## src/rtl/os_inst_sequencer.sv

```systemverilog
// os_inst_sequencer: generates the 64-bit core instruction word for output-stationary
// operation. For each input channel it runs SRAM->L0 fill, SRAM->L1 fill and compute.
// After the last channel it runs psum recall and OFIFO->PMEM writeback.
//
// Ports:
//   clk, reset   - clock, synchronous active-high reset
//   start        - begin a run (accepted in IDLE only)
//   n_ic         - input channels for this run, latched at start
//   pmem_base    - first PMEM writeback address, latched at start
//   ofifo_valid  - core OFIFO holds a readable word
//   inst         - registered instruction word to core
//   busy         - high from the cycle after start through the DONE cycle
//   done         - one-cycle end-of-run pulse
//
// Optional build macro OS_SEQ_PERF_CNT_EN adds cycle_cnt[31:0] (busy cycles) and
// stall_cnt[15:0] (writeback stall cycles). Both clear on accepted start and saturate.
module os_inst_sequencer #(
    parameter int unsigned ROW     = 8,
    parameter int unsigned COL     = 8,
    parameter int unsigned LEN_KIJ = 9,
    parameter int unsigned MAX_IC  = 8,
    parameter int unsigned ADDR_W  = 11,
    parameter int unsigned W_BASE  = 576,
    parameter int unsigned ICW     = 4
) (
    input  logic              clk,
    input  logic              reset,
    input  logic              start,
    input  logic [ICW-1:0]    n_ic,
    input  logic [ADDR_W-1:0] pmem_base,
    input  logic              ofifo_valid,
    output logic [63:0]       inst,
    output logic              busy,
    output logic              done
`ifdef OS_SEQ_PERF_CNT_EN
    ,
    output logic [31:0]       cycle_cnt,
    output logic [15:0]       stall_cnt
`endif
);

    localparam int unsigned CMP_LEN = LEN_KIJ + ROW + COL;
    localparam int unsigned CNT_W   = $clog2(CMP_LEN + COL + 2);
    // Idle: both SRAMs disabled/read-only, output-stationary mode bit set.
    localparam logic [63:0] IDLE_WORD = 64'h0000_0011_800C_0000;

    typedef enum logic [2:0] {
        S_IDLE, S_L0_FILL, S_L1_FILL, S_COMPUTE, S_RECALL, S_WRITEBACK, S_DONE
    } state_e;

    state_e            state_q, state_d;
    logic [CNT_W-1:0]  cnt_q, cnt_d;
    logic [ICW-1:0]    ic_q, ic_d;
    logic [ICW-1:0]    n_ic_q, n_ic_d;
    logic [ADDR_W-1:0] pmem_base_q, pmem_base_d;
    logic [63:0]       inst_q, inst_d;
    logic              busy_q, busy_d;
    logic              done_q, done_d;
    logic              xfer;
    logic              start_acc;
    logic [CNT_W-1:0]  wb_j;
    logic [ADDR_W-1:0] xmem_off;

    // Next-state, counters and next instruction word (word belongs to state_d's cycle).
    always_comb begin
        state_d     = state_q;
        cnt_d       = cnt_q + CNT_W'(1);
        ic_d        = ic_q;
        n_ic_d      = n_ic_q;
        pmem_base_d = pmem_base_q;
        xfer        = 1'b0;
        start_acc   = 1'b0;
        wb_j        = '0;

        case (state_q)
            S_IDLE: begin
                cnt_d = '0;
                if (start) begin
                    start_acc   = 1'b1;
                    n_ic_d      = n_ic;
                    pmem_base_d = pmem_base;
                    ic_d        = '0;
                    state_d     = (n_ic == '0 || n_ic > ICW'(MAX_IC)) ? S_RECALL : S_L0_FILL;
                end
            end
            S_L0_FILL: begin
                if (cnt_q == CNT_W'(LEN_KIJ)) begin
                    cnt_d   = '0;
                    state_d = S_L1_FILL;
                end
            end
            S_L1_FILL: begin
                if (cnt_q == CNT_W'(LEN_KIJ)) begin
                    cnt_d   = '0;
                    state_d = S_COMPUTE;
                end
            end
            S_COMPUTE: begin
                if (cnt_q == CNT_W'(CMP_LEN - 1)) begin
                    cnt_d   = '0;
                    ic_d    = ic_q + ICW'(1);
                    state_d = (ic_q + ICW'(1) < n_ic_q) ? S_L0_FILL : S_RECALL;
                end
            end
            S_RECALL: begin
                // ofifo_valid sampled here decides whether writeback's first cycle transfers.
                state_d = S_WRITEBACK;
                xfer    = ofifo_valid;
                cnt_d   = CNT_W'(xfer);
            end
            S_WRITEBACK: begin
                // cnt_q counts transfers already issued; after COL of them go to DONE.
                if (cnt_q == CNT_W'(COL)) begin
                    state_d = S_DONE;
                    cnt_d   = '0;
                end else begin
                    xfer  = ofifo_valid;
                    wb_j  = cnt_q;
                    cnt_d = cnt_q + CNT_W'(xfer);
                end
            end
            S_DONE: begin
                state_d = S_IDLE;
                cnt_d   = '0;
            end
            default: begin
                state_d = S_IDLE;
                cnt_d   = '0;
            end
        endcase

        xmem_off = ADDR_W'(ic_d) * ADDR_W'(LEN_KIJ) + ADDR_W'(cnt_d);
        inst_d   = IDLE_WORD;
        case (state_d)
            S_L0_FILL: begin
                if (cnt_d < CNT_W'(LEN_KIJ)) begin
                    inst_d[19]   = 1'b0;
                    inst_d[17:7] = xmem_off;
                end
                // SRAM read data lands one cycle after its address.
                inst_d[2] = (cnt_d != '0);
            end
            S_L1_FILL: begin
                if (cnt_d < CNT_W'(LEN_KIJ)) begin
                    inst_d[19]   = 1'b0;
                    inst_d[17:7] = ADDR_W'(W_BASE) + xmem_off;
                end
                inst_d[37] = (cnt_d != '0);
            end
            S_COMPUTE: begin
                if (cnt_d < CNT_W'(LEN_KIJ)) begin
                    inst_d[3] = 1'b1;
                    inst_d[1] = 1'b1;
                end
            end
            S_RECALL: begin
                inst_d[38] = 1'b1;
                inst_d[34] = 1'b1;
            end
            S_WRITEBACK: begin
                inst_d[34]    = 1'b1;
                inst_d[30:20] = pmem_base_q + ADDR_W'(COL - 1) - ADDR_W'(wb_j);
                if (xfer) begin
                    inst_d[39] = 1'b1;
                    inst_d[32] = 1'b0;
                    inst_d[31] = 1'b0;
                    inst_d[6]  = 1'b1;
                end
            end
            default: inst_d = IDLE_WORD;
        endcase

        busy_d = (state_d != S_IDLE);
        done_d = (state_d == S_DONE);
    end

    // State and output registers.
    always_ff @(posedge clk) begin
        if (reset) begin
            state_q     <= S_IDLE;
            cnt_q       <= '0;
            ic_q        <= '0;
            n_ic_q      <= '0;
            pmem_base_q <= '0;
            inst_q      <= IDLE_WORD;
            busy_q      <= 1'b0;
            done_q      <= 1'b0;
        end else begin
            state_q     <= state_d;
            cnt_q       <= cnt_d;
            ic_q        <= ic_d;
            n_ic_q      <= n_ic_d;
            pmem_base_q <= pmem_base_d;
            inst_q      <= inst_d;
            busy_q      <= busy_d;
            done_q      <= done_d;
        end
    end

    assign inst = inst_q;
    assign busy = busy_q;
    assign done = done_q;

`ifdef OS_SEQ_PERF_CNT_EN
    logic [31:0] cycle_cnt_q, cycle_cnt_d;
    logic [15:0] stall_cnt_q, stall_cnt_d;
    logic        stall_q, stall_d;

    // Saturating run counters; stall_q marks a writeback cycle without a transfer.
    always_comb begin
        cycle_cnt_d = cycle_cnt_q;
        stall_cnt_d = stall_cnt_q;
        stall_d     = (state_d == S_WRITEBACK) && !xfer;
        if (start_acc) begin
            cycle_cnt_d = '0;
            stall_cnt_d = '0;
        end else begin
            if (busy_q && cycle_cnt_q != '1) cycle_cnt_d = cycle_cnt_q + 32'd1;
            if (stall_q && stall_cnt_q != '1) stall_cnt_d = stall_cnt_q + 16'd1;
        end
    end

    always_ff @(posedge clk) begin
        if (reset) begin
            cycle_cnt_q <= '0;
            stall_cnt_q <= '0;
            stall_q     <= 1'b0;
        end else begin
            cycle_cnt_q <= cycle_cnt_d;
            stall_cnt_q <= stall_cnt_d;
            stall_q     <= stall_d;
        end
    end

    assign cycle_cnt = cycle_cnt_q;
    assign stall_cnt = stall_cnt_q;
`endif

endmodule
```

## config.mk

```make
export PLATFORM = sky130hd
export DESIGN_NAME = os_inst_sequencer
export DESIGN_NICKNAME = d
export VERILOG_FILES = /design/src/rtl/os_inst_sequencer.sv
export SDC_FILE = /design/constraint.sdc
export NUM_CORES = 1
export LEC_CHECK = 0
export ABC_AREA = 0
export BUFFER_PORTS_ARGS = -buffer_cell sky130_fd_sc_hd__buf_2
export CORE_UTILIZATION = 42
export DETAILED_ROUTE_END_ITERATION = 8
export GPL_TIMING_DRIVEN = 0
export SYNTH_ARGS = -nofsm -noshare
export SYNTH_HDL_FRONTEND = slang
export SYNTH_SLANG_ARGS = --single-unit
```

## constraint.sdc

```tcl
create_clock -name clk -period 13.8 [get_ports clk]
set_input_delay 0 -clock clk [delete_from_list [all_inputs] [get_ports clk]]
set_output_delay 0 -clock clk [all_outputs]
set_load 0.03 [all_outputs]
```

# Word-level counts from Yosys, hierarchy flattened
# Index checks and enable logic that the tools add are counted.
# totals
input_bits	19
regBits	94
word_cells	85
# op_classes
reduce_logical	13
mul	1
n_addsub	7
n_eq_ne	14
magnitude_cmp	3
bitwise	4
mux	30
# ops
operator	count
2-to-1 mux 6 bit	5
one-hot mux 6 bit (4 select lines)	1
one-hot mux 11 bit (2 select lines)	1
2-to-1 mux 3 bit	7
one-hot mux 3 bit (6 select lines)	1
equality test 3 bit (second input constant)	5
OR reduction 2 bit	7
equality test 3 x 2 -> 1 bit (second input constant)	4
equality test 6 x 4 -> 1 bit (second input constant)	2
adder 10 x 9 -> 11 bit (first input constant)	1
adder 11 x 3 -> 11 bit (second input constant)	1
2-to-1 mux 11 bit	1
subtractor 11 x 6 -> 11 bit	1
adder 8 x 6 -> 9 bit	1
2-to-1 mux 9 bit	1
multiplier 4 x 4 -> 8 bit (second input constant)	1
2-to-1 mux 1 bit	8
2-to-1 mux 4 bit	2
one-hot mux 4 bit (2 select lines)	1
adder 6 x 1 -> 6 bit	1
adder 6 x 1 -> 6 bit (second input constant)	1
equality test 3 x 1 -> 1 bit (second input constant)	2
equality test 6 x 5 -> 1 bit (second input constant)	1
< comparator 6 x 4 -> 1 bit (second input constant)	1
12 further kinds	15

# Depth between registers and ports, before layout
# Gate-level depths: netlist of the first run.
# depth
depth_word	9
depth_mapped	19
ltp_nobuf	18

# Worst setup path before layout of the first run
# OpenSTA, ideal clock, no wires.
# synth_timing
kind	flip-flop to flip-flop
startpoint	register cnt_q[0]
endpoint	register inst_q[14], in the netlist inst[14]
synth_period_minus_slack_ns	4.303
required_time_ns	13.730
arrival_time_ns	4.233
stages_incl_launch_ff	17
path_buffers	1
setup_slack_ns	9.497
setup_time_ns	0.070
path_cell_list	dfxtp_1 > inv_1 > ha_1 > clkbuf_1 > and4bb_2 > a21oi_1 > a31oi_1 > a22oi_1 > fa_1 > ha_1 > o21ai_0 > a21oi_1 > o21a_1 > or2_2 > ha_1 > or3b_1 > a21oi_1
# synth_between
word_cells_on_any_way	25
cone_classes	add/sub: 4; mul: 1; order compare: 1; eq/ne: 5; mux: 14
# synth_rtl
element	line	source
start, declared	52	logic [CNT_W-1:0] cnt_q, cnt_d;
start signal, assigned	190	cnt_q <= cnt_d;
adder 6 x 1 -> 6 bit, or another cell as far along	119	cnt_d = cnt_q + CNT_W'(xfer);
2-to-1 mux 6 bit, on equally long branches	-	
one-hot mux 6 bit (4 select lines) *	75	case (state_q)
named net cnt_d[4]	52	
adder 8 x 6 -> 9 bit	132	xmem_off = ADDR_W'(ic_d) * ADDR_W'(LEN_KIJ) + ADDR_W'(cnt_d);
adder 10 x 9 -> 11 bit	146	inst_d[17:7] = ADDR_W'(W_BASE) + xmem_off;
2-to-1 mux 11 bit	144	if (cnt_d < CNT_W'(LEN_KIJ)) begin
one-hot mux 11 bit (2 select lines) *	134	case (state_d)
end signal, assigned	194	inst_q <= inst_d;
end, declared	56	logic [63:0] inst_q, inst_d;
# Mark *: on every way through the listed nets, which the timed path passes. The rest lies on a longest branch.
# A chain may end at the register's enable or synchronous reset.

# Worst setup path after layout of the first run
# Same ends and word-level chain as after synthesis.

==> summary.txt, run 1 <==
Floorplanning
  – Die Height: roughly 95 um
  – Overall die width: between 90 and 100 um
  – DIE AREA: approximately 0.0091 mm2
  – Placeable core area: 0.00834 mm2
  – Number of top-level design ports: between 80 and 90
  – Initial Util: 0.440
  – Number of cell rows: 33

Critical path
  – Class of the most critical setup path: reg2reg
  – Highest cell delay on the worst timing path: between 0.5 and 0.6 ns
  – Highest-delay cell along the critical path: sky130_fd_sc_hd__a21oi_1
  – Buffers & Inverters on Critical Path: 3
  – Crit path DAT: 5.44 ns
  – CP top delay family: compound AO/OA/AOI/OAI gates
  – Reg-to-Reg Start: cnt_q[0]$_SDFF_PP0_
  – Critical path endpoint category: flip-flop
  – Critical path launch point: cnt_q[0]$_SDFF_PP0_
  – Startpoint type of the worst setup path: flip-flop
  – Critical-path maximum fanout: 10
  – Critical Path, Cell by Cell: inv_1, ha_1, clkbuf_1, and4bb_2, a21oi_1, nand3_1, o21ai_0, ha_1, ha_1, inv_1, fa_1, nor2b_1, o21ai_0, a21oi_1, o21a_1, or2_2, ha_1, or3b_1, a21oi_1
  – Required time of the worst setup path: ~14 ns
  – Cell type with the highest occurrence count on the critical path: sky130_fd_sc_hd__ha_1

Timing
  – Post-route setup slack: ~8.6 ns
  – Final sum of negative setup slack: 0 ns
  – Final Max Tran Viols: 0
  – Number of hold violations in the final report: 0
  – Final setup violating endpoints: 0
  – RSZ-0062 raised after global routing: false
  – Tcrit/Tclk final: 0.374
  – Actual transition at the worst max-transition pin: 0.760 ns
  – Worst-case clock skew: approximately 0.015 ns
  – Maximum clock frequency: ~0.19 GHz
  – Headroom to the max-slew limit: 0.491
  – Final critical delay including setup and external delays: between 5 and 6 ns

Synth
  – Mapped Area: 0.00367 mm2
  – Instance count of the mapped netlist: 428
  – Biggest area contributors in the synthesized netlist: sky130_fd_sc_hd__dfxtp_1 (32%), sky130_fd_sc_hd__ha_1 (13%), sky130_fd_sc_hd__buf_4 (7.2%)
  – Warnings, synthesis: 0
  – Synth async-reset ratio: 0
  – Dominant cell type by area after synthesis: sky130_fd_sc_hd__dfxtp_1
  – Post-synthesis sequential element count: 59
  – Area share of the largest cell type after synthesis: 0.322
  – Cell with the most instances after synthesis: sky130_fd_sc_hd__dfxtp_1
  – Post-synth EDFFs: 0
  – Top_reg_cell synth: sky130_fd_sc_hd__dfxtp_1
  – Per-instance average area after synthesis: approximately 8.6 um2
  – Commonest cells in the synthesized netlist: sky130_fd_sc_hd__dfxtp_1 (59), sky130_fd_sc_hd__nand2_1 (43), sky130_fd_sc_hd__ha_1 (37)
  – Fraction of the yosys area taken by sequential cells: 0.322
  – Yosys cell types: 59

Global routing
  – Global-route congestion overflow total: 0
  – Wire length of the first global-routing pass: approximately 14000 um
  – Gr usage total: 0.199
  – Initial antenna violation count: 0
  – Pin count of the biggest net entering global routing: 13
  – Vias in the first global route: ~3100

Clocking
  – Total clock sinks: between 50 and 60
  – Worst skew pair latency: roughly 0.34 ns
  – Largest buffer count on any clock path: 2
  – Maximum level of the CTS H-tree: 3
  – Clock tree from TritonCTS: built
  – Number of buffers added by the clock tree synthesis step: 9
  – Clock transition at the register clock pins on the worst setup and hold paths after CTS: about 0.080 ns
  – Root buffer cell: sky130_fd_sc_hd__clkbuf_8

Route
  – Antenna-violating nets left: 0
  – Via count of the routed design: 3228
  – Final wirelength: about 8300 um
  – Post-detailed-route via-to-cell ratio: 4.98
  – Detailed router's first-iteration violation count: roughly 130
  – Wirelength per Cell: 12.9 um
  – Pre-antenna DRT Iters: 4
  – Residual DRC count: 0

Placement
  – DP Wirelength: roughly 6100 um
  – Instance count after placement with tap cells included: a little over 600
  – Routability congestion estimate from global placement: between 0.8 and 0.9
  – Minimum setup slack after placement: between 8 and 9 ns
  – Number of port buffers: 52
  – Cell area after placement: between 0.004 and 0.005 mm2

Finish
  – Total number of nets in the final design: 597
  – Fraction of final layout cells sized beyond drive strength 1: 0.210
  – Number of antenna diodes: 0
  – Synth-to-layout area growth: 24.5%
  – Filler Cell Count: approximately 800
  – Post-route cell area: ~0.0046 mm2
  – Number of cells in the finished layout apart from fillers: 648

Pwr
  – Leakage dissipation: around 2.1 nW
  – Worst supply voltage drop on vdd: around 0.045 mV
  – Pwr/cell area: roughly 110 mW/mm2

Run status
  – Status: complete, no violations

Min path
  – Hold Startpoint: start
  – Hold Path Class: in2reg

Flow run
  – Maxcap violations: 0
## cells by family after synthesis
group,count (synthesis),synth area share
AO/OA/AOI/OAI,82,0.150
flip-flops,59,0.322
adder cells (fa/ha/maj),40,0.143
buffers and inverters,77,0.117
AND/OR/NAND/NOR,152,0.227
other,2,0.00205
multiplexers,1,0.00307
XOR/XNOR,15,0.0358
## worst register-to-register path, stage by stage (launching register included)
cell and delay (ns):
sky130_fd_sc_hd__dfxtp_1 0.55, sky130_fd_sc_hd__inv_1 0.12, sky130_fd_sc_hd__ha_1 0.21, sky130_fd_sc_hd__clkbuf_1 0.22, sky130_fd_sc_hd__and4bb_2 0.34, sky130_fd_sc_hd__a21oi_1 0.56, sky130_fd_sc_hd__nand3_1 0.20, sky130_fd_sc_hd__o21ai_0 0.45
sky130_fd_sc_hd__ha_1 0.33, sky130_fd_sc_hd__ha_1 0.22, sky130_fd_sc_hd__inv_1 0.07, sky130_fd_sc_hd__fa_1 0.18, sky130_fd_sc_hd__nor2b_1 0.06, sky130_fd_sc_hd__o21ai_0 0.20, sky130_fd_sc_hd__a21oi_1 0.17, sky130_fd_sc_hd__o21a_1 0.21
sky130_fd_sc_hd__or2_2 0.27, sky130_fd_sc_hd__ha_1 0.27, sky130_fd_sc_hd__or3b_1 0.34, sky130_fd_sc_hd__a21oi_1 0.15
## sequential cells by signal, indices dropped and copies added (netlist names)
register,count
inst,29
state_q,3
n_ic_q,4
pmem_base_q,11
cnt_q,6
ic_q,4
done,1
busy,1
## per-stage QoR
| step | utilization | power, mW | hold WS, ns |
|---|---|---|---|
| floorplan | - | 0.286 | 0.136 |
| global placement | 0.500 | 0.313 | 0.241 |
| detailed placement | 0.500 | 0.313 | 0.248 |
| CTS | 0.547 | 0.496 | 0.329 |
| global route | 0.547 | 0.520 | 0.403 |
| finish | 0.547 | 0.492 | 0.334 |
## layout make-up
class                   instances  area, um2  share of cell area
multi-input cells             322       2170               0.475
flip-flops and latches         59       1180               0.259
repair buffers                 69        430              0.0943
plain buffers                  50        328              0.0718
well taps                     105        131              0.0288
clock buffers                   9        124              0.0271
inverters                      27        101              0.0222
clock inverters                 7        100              0.0219
## what timing repair did
item,CTS,global route
resized for setup,0,0
hold buffers,17,0
buffers inserted,0,0
hold endpoints to repair,18,0
## cell usage in the layout, fill, tap and decap left out, types with 2 or more instances in the layout
cell and instances:
sky130_fd_sc_hd__nor3b_1 6, sky130_fd_sc_hd__nand2_1 43, sky130_fd_sc_hd__clkbuf_1 13, sky130_fd_sc_hd__bufinv_16 2, sky130_fd_sc_hd__conb_1 32, sky130_fd_sc_hd__buf_4 35
sky130_fd_sc_hd__a21o_1 4, sky130_fd_sc_hd__and2_1 4, sky130_fd_sc_hd__o21bai_1 2, sky130_fd_sc_hd__a31oi_1 6, sky130_fd_sc_hd__buf_2 53, sky130_fd_sc_hd__a221oi_1 2
sky130_fd_sc_hd__or4_1 2, sky130_fd_sc_hd__a21oi_1 31, sky130_fd_sc_hd__a41oi_1 2, sky130_fd_sc_hd__nand3_1 17, sky130_fd_sc_hd__and4_1 3, sky130_fd_sc_hd__a22oi_1 3
sky130_fd_sc_hd__nand4_1 4, sky130_fd_sc_hd__a2111o_1 3, sky130_fd_sc_hd__clkinv_4 3, sky130_fd_sc_hd__o21ai_0 10, sky130_fd_sc_hd__dlygate4sd3_1 17, sky130_fd_sc_hd__nor3_1 12
sky130_fd_sc_hd__nor2_1 19, sky130_fd_sc_hd__fa_1 3, sky130_fd_sc_hd__nand3b_1 2, sky130_fd_sc_hd__a211oi_1 6, sky130_fd_sc_hd__or2_2 2, sky130_fd_sc_hd__a32oi_1 2
sky130_fd_sc_hd__and3_1 10, sky130_fd_sc_hd__dfxtp_1 59, sky130_fd_sc_hd__ha_1 37, sky130_fd_sc_hd__clkbuf_8 9, sky130_fd_sc_hd__xor2_1 9, sky130_fd_sc_hd__nor2b_1 16
sky130_fd_sc_hd__nor4_1 2, sky130_fd_sc_hd__xnor2_1 6, sky130_fd_sc_hd__inv_1 26
## layer usage
metal | up-vias | part of all wire | track usage
met5 | - | 0 | 0
met2 | 98 | 0.46 | 0.342
li1 | 1664 | - | -
met4 | 0 | 0.022 | 0.0796
met3 | 17 | 0.057 | 0.0391
met1 | 1449 | 0.46 | 0.244
## where the power goes
part | switching (mW) | total, mW | leakage (nW) | internal [mW]
logic | 0.0803 | 0.127 | 1.55 | 0.0471
registers | 0.00615 | 0.187 | 0.479 | 0.180
clock network | 0.0749 | 0.178 | 0.114 | 0.103
total | 0.161 | 0.492 | 2.14 | 0.330
## final timing paths
path	to	slack, ns	depth (start not counted)
min reg2reg	n_ic_q[3]$_SDFFE_PP0P_	0.46	2
max	inst[14]$_SDFF_PP0_	8.64	19
min	pmem_base_q[2]$_SDFFE_PP0P_	0.33	5
max reg2reg	inst[14]$_SDFF_PP0_	8.64	19
Note: power is estimated with default switching activity, not from simulation.
==> inputs of run 2 (changes only) <==
==> constraint.sdc (replaced) <==
create_clock -name clk -period 5 [get_ports clk]
set_input_delay 0 -clock clk [delete_from_list [all_inputs] [get_ports clk]]
set_output_delay 0 -clock clk [all_outputs]
set_load 0.03 [all_outputs]
==> run 2 against run 1 <==
Effect of this change: routed wire length rose by 1.1%; critical path depth is 3 lower; largest cell class unchanged; clock skew about the same; design area increased by 0.38%; die area unchanged; sequential share of layout area decreased by 0.099 points; combinational power rose to 2.8 times the previous value.
==> summary.txt, run 2 (synthesis gave the netlist of run 1 again) <==
Finish
  – Most frequent standard cell in the layout excluding fill and tap cells: sky130_fd_sc_hd__dfxtp_1
  – Top library cells by usage in the layout, fill and taps aside: sky130_fd_sc_hd__dfxtp_1 (59), sky130_fd_sc_hd__buf_2 (53), sky130_fd_sc_hd__nand2_1 (43)
  – Fraction of final layout cells sized beyond drive strength 1: 0.216
  – Synth-to-layout area growth: 25.0%
  – Number of cells in the finished layout apart from fillers: 647
  – Final Util: 0.549
  – Filler Cell Count: 800
  – Number of antenna diodes: 0
  – Flip-flop count of the largest register after layout: 29
  – Total number of nets in the final design: between 500 and 600

Min path
  – Hold Path Class: in2reg
  – Hold Startpoint: start

Pwr
  – Worst supply voltage drop on vdd: roughly 0.12 mV
  – Combinational Power Share: 0.261
  – Total power consumption of the routed design: approximately 1.4 mW
  – Pwr/cell area: 297 mW/mm2
  – Switching part of the total power: 0.329
  – Net switching component of the power: 447 uW
  – Internal power: approximately 900 uW
  – Sequential fraction of design power: 0.379
  – Clock network fraction of total power: 0.361
  – Leakage dissipation: 2.14 nW

Critical path
  – Critical path launch point: cnt_q[0]$_SDFF_PP0_
  – Required time of the worst setup path: 5.28 ns
  – Buffers & Inverters on Critical Path: 1
  – Reg-to-Reg Start: cnt_q[0]$_SDFF_PP0_
  – Highest-delay cell along the critical path: sky130_fd_sc_hd__dfxtp_1
  – Cell type with the highest occurrence count on the critical path: sky130_fd_sc_hd__ha_1
  – Crit path DAT: around 5 ns
  – Highest cell delay on the worst timing path: 0.44 ns
  – Critical-path maximum fanout: 10
  – Critical Path, Cell by Cell: inv_1, ha_1, and4bb_2, nand4_1, o21ai_1, ha_1, ha_1, ha_1, nor2b_1, o21ai_0, a21oi_1, o21a_1, or2_2, ha_1, or3b_1, a21oi_1
  – Class of the most critical setup path: reg2reg
  – CP top delay family: adder cells
  – Worst R2R Setup Slack: ~0.30 ns
  – Critical path endpoint category: flip-flop
  – Startpoint type of the worst setup path: flip-flop

Route
  – Post-detailed-route via-to-cell ratio: 4.98
  – Pre-antenna DRT Iters: 4
  – Detailed router's first-iteration violation count: approximately 140
  – Final wirelength: ~8400 um
  – Via count of the routed design: about 3200
  – Residual DRC count: 0
  – Antenna-violating nets left: 0
  – Wirelength per Cell: 13.0 um

Run status
  – Status: complete, no violations

Global routing
  – Global-route congestion overflow total: 0
  – Gr usage total: 0.199
  – Vias in the first global route: around 3100
  – Pin count of the biggest net entering global routing: 13
  – Wire length of the first global-routing pass: between 10000 and 15000 um
  – Initial antenna violation count: 0

Placement
  – DP Wirelength: just over 6000 um
  – Number of port buffers: between 50 and 60
  – Routability congestion estimate from global placement: 0.886
  – Instance count after placement with tap cells included: slightly above 600

Timing
  – Number of hold violations in the final report: 0
  – Headroom to the max-slew limit: 0.488
  – Final sum of negative setup slack: 0 ns
  – RSZ-0062 raised after global routing: false
  – Tcrit/Tclk final: 0.941
  – Worst-case clock skew: about 0.015 ns
  – Worst Hold Slack: ~0.34 ns
  – Maximum clock frequency: 0.213 GHz
  – Final Max Tran Viols: 0
  – Final critical delay including setup and external delays: 4.70 ns
  – Final setup violating endpoints: 0
  – Actual transition at the worst max-transition pin: 0.764 ns

Floorplanning
  – Die Height: roughly 95 um
  – Number of top-level design ports: 85
  – Overall die width: ~95 um
  – Placeable core area: 0.00834 mm2
  – Initial Util: 0.440
  – DIE AREA: a little over 0.009 mm2
  – Number of cell rows: 33

Clocking
  – Largest buffer count on any clock path: 2
  – Total clock sinks: 59
  – Maximum level of the CTS H-tree: 3
  – Root buffer cell: sky130_fd_sc_hd__clkbuf_8
  – Worst skew pair latency: 0.34 ns
  – Clock transition at the register clock pins on the worst setup and hold paths after CTS: roughly 0.080 ns
  – Clock tree from TritonCTS: built
  – Number of buffers added by the clock tree synthesis step: 9

Flow run
  – Maxcap violations: 0
==> run 2: worst paths after layout <==
check                           endpoint  cells after the start
min          pmem_base_q[2]$_SDFFE_PP0P_                      5
min reg2reg       n_ic_q[3]$_SDFFE_PP0P_                      2
max                  inst[14]$_SDFF_PP0_                     16
max reg2reg          inst[14]$_SDFF_PP0_                     16
==> run 2: worst min-delay path, cell delays in order <==
cell and delay, ns:
sky130_fd_sc_hd__buf_2 0.11, sky130_fd_sc_hd__and3_1 0.15, sky130_fd_sc_hd__clkbuf_1 0.20, sky130_fd_sc_hd__nand2_1 0.11
sky130_fd_sc_hd__a21oi_1 0.05
==> run 2: metal layers <==
layer | vias up | GRT usage | part of all wire
li1 | 1663 | - | -
met1 | 1445 | 0.244 | 0.45
met2 | 98 | 0.342 | 0.47
met3 | 17 | 0.0391 | 0.059
met4 | 0 | 0.0796 | 0.021
met5 | - | 0 | 0
==> run 2: timing repair <==
action | 4_1_cts | 5_1_grt
setup buffers | 0 | 0
gates cloned | 0 | 0
endpoints found under the hold margin | 18 | 0
resized for setup | 1 | 6
hold buffers | 17 | 0
setup endpoints to repair | 1 | 1
==> run 2: power groups by stage <==
stage	combinational, mW	sequential, mW	clock [mW]
after floorplan	0.241	0.548	0
after global routing	0.397	0.519	0.521
after global placement	0.337	0.526	0
after CTS	0.352	0.515	0.501
final	0.354	0.515	0.490
after detailed placement	0.339	0.526	0
==> run 2: layout make-up <==
class	count	area, um2	share of cell area
multi-input cells	322	2190	0.478
flip-flops and latches	59	1180	0.258
repair buffers	69	430	0.0939
plain buffers	49	324	0.0707
well taps	105	131	0.0287
clock buffers	9	124	0.0270
inverters	27	101	0.0221
clock inverters	7	100	0.0218
==> run 2: metrics by stage <==
stage          instance area, um2  worst slack, ns
3_5_place_dp                 4170          -0.0259
3_3_place_gp                 4170          -0.0218
6_report                     4580            0.297
2_1_floorplan                3780            0.697
4_1_cts                      4570            0.139
5_1_grt                      4580           0.0457
